File: src/rtl/mips8_mem_bridge.sv
// mips8_mem_bridge: req/ack bridge from the mips8 controller to a byte-wide memory with wait states,
// bus timeout and sticky error flag. Define MIPS8_MEM_BRIDGE_RDBUF_EN for a one-entry read buffer.
module mips8_mem_bridge #(
    parameter int ADDR_W  = 8,
    parameter int DATA_W  = 8,
    parameter int TIMEOUT = 15
) (
    input  logic              clk_i,
    input  logic              reset_n_i,
    input  logic              memread_i,
    input  logic              memwrite_i,
    input  logic [ADDR_W-1:0] adr_i,
    input  logic [DATA_W-1:0] writedata_i,
    output logic [DATA_W-1:0] memdata_o,
    output logic              mem_ready_o,
    output logic              ext_req_o,
    output logic              ext_we_o,
    output logic [ADDR_W-1:0] ext_adr_o,
    output logic [DATA_W-1:0] ext_wdata_o,
    input  logic              ext_ack_i,
    input  logic [DATA_W-1:0] ext_rdata_i,
    output logic              bus_err_o
);
    typedef enum logic [1:0] {IDLE, REQ, DONE, ERR} state_t;

    state_t            state_q;
    logic [7:0]        cnt_q;
    logic [7:0]        cnt_d;
    logic [DATA_W-1:0] memdata_q;
    logic              ext_req_q;
    logic              ext_we_q;
    logic [ADDR_W-1:0] ext_adr_q;
    logic [DATA_W-1:0] ext_wdata_q;
    logic              bus_err_q;
    logic              hit;
    logic [DATA_W-1:0] hit_data;
    logic              timeout;

    assign cnt_d   = cnt_q + 8'd1;
    assign timeout = ~ext_ack_i & (cnt_d == 8'(TIMEOUT));

`ifdef MIPS8_MEM_BRIDGE_RDBUF_EN
    logic              rb_valid_q;
    logic [ADDR_W-1:0] rb_tag_q;
    logic [DATA_W-1:0] rb_data_q;

    assign hit      = memread_i & ~memwrite_i & rb_valid_q & (rb_tag_q == adr_i);
    assign hit_data = rb_data_q;

    // Buffer fills on read ack, follows writes to its tag, and drops on timeout
    always_ff @(posedge clk_i or negedge reset_n_i) begin
        if (!reset_n_i) begin
            rb_valid_q <= 1'b0;
            rb_tag_q   <= '0;
            rb_data_q  <= '0;
        end else if (state_q == REQ) begin
            if (ext_ack_i && !ext_we_q) begin
                rb_valid_q <= 1'b1;
                rb_tag_q   <= ext_adr_q;
                rb_data_q  <= ext_rdata_i;
            end else if (ext_ack_i && rb_valid_q && rb_tag_q == ext_adr_q) begin
                rb_data_q  <= ext_wdata_q;
            end else if (timeout) begin
                rb_valid_q <= 1'b0;
            end
        end
    end
`else
    assign hit      = 1'b0;
    assign hit_data = '0;
`endif

    // Access FSM: latch request, wait for ack or timeout, then one ready cycle
    always_ff @(posedge clk_i or negedge reset_n_i) begin
        if (!reset_n_i) begin
            state_q     <= IDLE;
            cnt_q       <= '0;
            memdata_q   <= '0;
            ext_req_q   <= 1'b0;
            ext_we_q    <= 1'b0;
            ext_adr_q   <= '0;
            ext_wdata_q <= '0;
            bus_err_q   <= 1'b0;
        end else begin
            case (state_q)
                IDLE: if (memread_i || memwrite_i) begin
                    ext_adr_q   <= adr_i;
                    ext_wdata_q <= writedata_i;
                    ext_we_q    <= memwrite_i;
                    cnt_q       <= '0;
                    if (hit) begin
                        memdata_q <= hit_data;
                        state_q   <= DONE;
                    end else begin
                        ext_req_q <= 1'b1;
                        state_q   <= REQ;
                    end
                end
                REQ: if (ext_ack_i) begin
                    if (!ext_we_q) memdata_q <= ext_rdata_i;
                    ext_req_q <= 1'b0;
                    state_q   <= DONE;
                end else if (timeout) begin
                    if (!ext_we_q) memdata_q <= '0;
                    bus_err_q <= 1'b1;
                    ext_req_q <= 1'b0;
                    state_q   <= ERR;
                end else begin
                    cnt_q <= cnt_d;
                end
                default: state_q <= IDLE;
            endcase
        end
    end

    assign mem_ready_o = (state_q == IDLE) ? ~(memread_i | memwrite_i) : (state_q != REQ);
    assign memdata_o   = memdata_q;
    assign ext_req_o   = ext_req_q;
    assign ext_we_o    = ext_we_q;
    assign ext_adr_o   = ext_adr_q;
    assign ext_wdata_o = ext_wdata_q;
    assign bus_err_o   = bus_err_q;
endmodule

File: config.mk
export PLATFORM = sky130hd
export DESIGN_NAME = mips8_mem_bridge
export DESIGN_NICKNAME = d
export VERILOG_FILES = /design/src/rtl/mips8_mem_bridge.sv
export SDC_FILE = /design/constraint.sdc
export NUM_CORES = 1
export LEC_CHECK = 0
export ABC_AREA = 1
export ABC_CLOCK_PERIOD_IN_PS = 2100
export CORE_MARGIN = 2
export CORE_UTILIZATION = 45
export DETAILED_ROUTE_END_ITERATION = 8
export GPL_ROUTABILITY_DRIVEN = 0
export PLACE_DENSITY_LB_ADDON = 0.08
export SLEW_MARGIN = 20
export SYNTH_ARGS = -nofsm -noshare
export SYNTH_HDL_FRONTEND = slang
export SYNTH_SLANG_ARGS = --single-unit
export TNS_END_PERCENT = 100
File: constraint.sdc
create_clock -name clk_i -period 2.1 [get_ports clk_i]
set_input_delay 0.42 -clock clk_i [delete_from_list [all_inputs] [get_ports clk_i]]
set_output_delay 0.42 -clock clk_i [all_outputs]
set_load 0.02 [all_outputs]
==> summary.txt <==
Outcome
  – Outcome: finished clean

Setup path
  – Crit. End Element: primary output
  – R2r startpoint: cnt_q[0]
  – CP required: 1.68 ns
  – Critical path startpoint: memwrite_i
  – CP max-delay cell: clkdlybuf4s50_1
  – Max stage delay on crit path: 0.42 ns
  – CP Launch Type: input port
  – CP Class: input port to primary output
  – Cell Chain, Critical Path: clkdlybuf4s50_1 -> nor2_1 -> inv_1 -> o21ai_0 -> buf_4 -> clkbuf_2
  – CP Max Fanout: 2
  – Arrival time worst endpoint: 1.49 ns

Global routing
  – Largest net degree at the start of global routing: 23
  – First-pass GRT wire length: 6.04 mm
  – GRT Overall Usage: 18.5%
  – Gr ovfl total: 0
  – Initial antenna violation count: 0
  – Vias in the first global route: 1,338

Timing
  – RSZ-0062 raised after global routing: false
  – Setup ws final: 0.186 ns
  – Setup Skew: 0.00676 ns
  – Slew HR: 67.4%
  – Max Fclk: 523 MHz
  – Max-slew violations: 0
  – Final Critical Period: 1.91 ns
  – Worst-margin pin slew: 0.489 ns
  – Final hold viol count: 0
  – Final Setup Violations: 0
  – Final Cycle Share: 91.1%

Synthesis
  – Instance count of the mapped netlist: 199
  – Ys Warns: 0
  – Netlist cell types: 25
  – Post-Synth Simple-Gate Area: 35.5%
  – Sequential share of the synthesized area: 53.7%
  – Post-synthesis compound-gate area fraction: 4.79%
  – Post-synthesis mux area share: 0%
  – Syn_nets: 230
  – Synth async-reset ratio: 100%
  – Largest cells by area after synthesis: dfrtp_1 54%, nand2_1 19%, nand4_1 2.9%
  – Synth Register Bits: 37
  – Synth Area per Inst: 8.66 sq um
  – Combinational family with the most area after synthesis: simple AND/OR/NAND/NOR gates
  – Synth top area share: 53.7%
  – Syn Std Cell Area: 0.00172 sq mm
  – EDFF count, synth: 0
  – Synth area leader: dfrtp_1
  – Adder-Cell Fraction of Synth Area: 1.45%
  – Ys flop type: dfrtp_1
  – Xor/xnor share of the synthesized area: 0.508%

Floorplanning
  – DIE AREA: 0.00434 sq mm
  – Num rows: 22
  – Initial Util: 47.1%
  – I/O Pins: 57
  – Die height: 65.9 um
  – Area of the core: 0.00366 sq mm
  – Die X-Extent: 65.9 um

Pwr
  – Maximum VDD drop: 0.000762 V
  – Pleak: 1.14 nW
  – Power per cell area: 1310 mW/mm^2

Detailed routing
  – Via-per-instance ratio: 4.79
  – Antenna-violating nets left: 0
  – Avg WL per Cell: 11.6 um
  – Total Routed Length: 3.63 mm
  – Pre-antenna DRT Iters: 4
  – Vias: 1,496
  – DR iter-0 viols: 73
  – # DRC: 0

Final layout
  – Commonest non-fill, non-tap cells in the layout: 86 x nand2_1, 54 x clkdlybuf4s50_1, 37 x dfrtp_1
  – Most common cell after layout, fill and taps aside: nand2_1
  – Fin util: 66.6%
  – Seq. cell area: 926 sq um
  – NumNets Final: 294
  – Multi-input logic area: 728 sq um
  – Post-route cell area: 0.00244 sq mm
  – Layout fillers: 303
  – Number of diodes: 0
  – Layout cell share with drive strength beyond 1: 13.3%
  – Layout area overhead: 41.5%

Clock network
  – CTS tree: done
  – Root Buffer: clkbuf_8
  – Reg clk slew, reported paths: 0.07 ns
  – CTS Buf Count: 5
  – H-tree depth: 2
  – Clock sinks: 37
  – Clk_lat worst skew: 0.29 ns
  – Post CTS Setup Buffer Count: 0
  – Clk buf depth: 2

Hold path
  – Class of the worst hold path: input port to async pin

Flow run
  – Max-cap violations: 0

Placed design
  – Dpl hpwl: 2.67 mm
  – Post-DP Area: 0.00236 sq mm
  – Port bufs: 56
  – Pre-CTS setup slack: -0.232 ns
[final cells by class]
cell class | instances | share of cell area [%]
Multi-Input combinational cell | 144 | 29.9
Inverter | 14 | 2.16
Clock inverter | 2 | 0.411
Sequential cell | 37 | 38.0
Timing Repair Buffer | 61 | 24.1
Tap cell | 48 | 2.46
Clock buffer | 6 | 2.98
[synthesized netlist by cell type, types with 2 or more instances]
cell type / instances
nand3_1: 8
o21ai_2: 4
nor2_4: 3
nand2_1: 86
o21ai_1: 5
nand2_8: 2
nor2_1: 11
o21ai_0: 2
nand4_1: 8
clkbuf_1: 3
dfrtp_1: 37
nand2_2: 5
ha_1: 2
inv_1: 10
inv_2: 3
[report_power, final]
group          internal, W  switching [W]  leakage (nW)
clock network     0.000230       0.000248        0.0450
registers         0.000986       0.000162         0.470
logic             0.000668       0.000910         0.626
[kinds of logic after synthesis]
group           count (synthesis)
compound gates                 13
simple gates                  128
fa+ha+maj                       2
xor+xnor                        1
flops                          37
buf+inv                        18
[registers in the layout, summed over array words and instances (netlist names)]
register / flops
ext_req_o: 1
state_q: 2
ext_wdata_o: 8
cnt_q: 8
bus_err_o: 1
ext_we_o: 1
ext_adr_o: 8
memdata_o: 8
[final timing paths]
path	to	slack (ns)	depth (start not counted)
min in group clk_i	memdata_o[4]	0.47	2
max reg2reg	ext_req_o	0.35	10
max	mem_ready_o	0.19	6
max in group asynchronous	ext_adr_o[7]	1.49	2
min	cnt_q[6]	0.08	1
min reg2reg	memdata_o[4]	0.47	2
[metal layers]
metal  wire length, um  vias to the layer above  global-route usage [%]
li1                  -                      753                       -
met1              1720                      696                    24.3
met2              1640                       41                    28.2
met3               215                        6                    5.79
met4                58                        0                    7.81
met5                 0                        -                       0
[worst max-delay path: cells and delay by family]
family,cells,cell delay (ns)
AOI/OAI and AO/OA,1,0.16
buffers and inverters,4,0.79
and+or+nand+nor,1,0.12
[repair_timing]
action,CTS,global route
hold buffers,0,0
gates cloned,0,0
resized for setup,1,2
setup endpoints to repair,1,1
hold endpoints to repair,0,0
[stage by stage]
step	std cells	power (W)	TNS, ns	hold WS, ns
after floorplan	199	0.00203	0	0.124
after global placement	304	0.00275	-0.184	0.419
after detailed placement	304	0.00276	-0.232	0.420
after CTS	312	0.00324	0	0.108
after global routing	312	0.00342	0	0.114
final	312	0.00320	0	0.0816
Power figures use the tool's default switching activity.
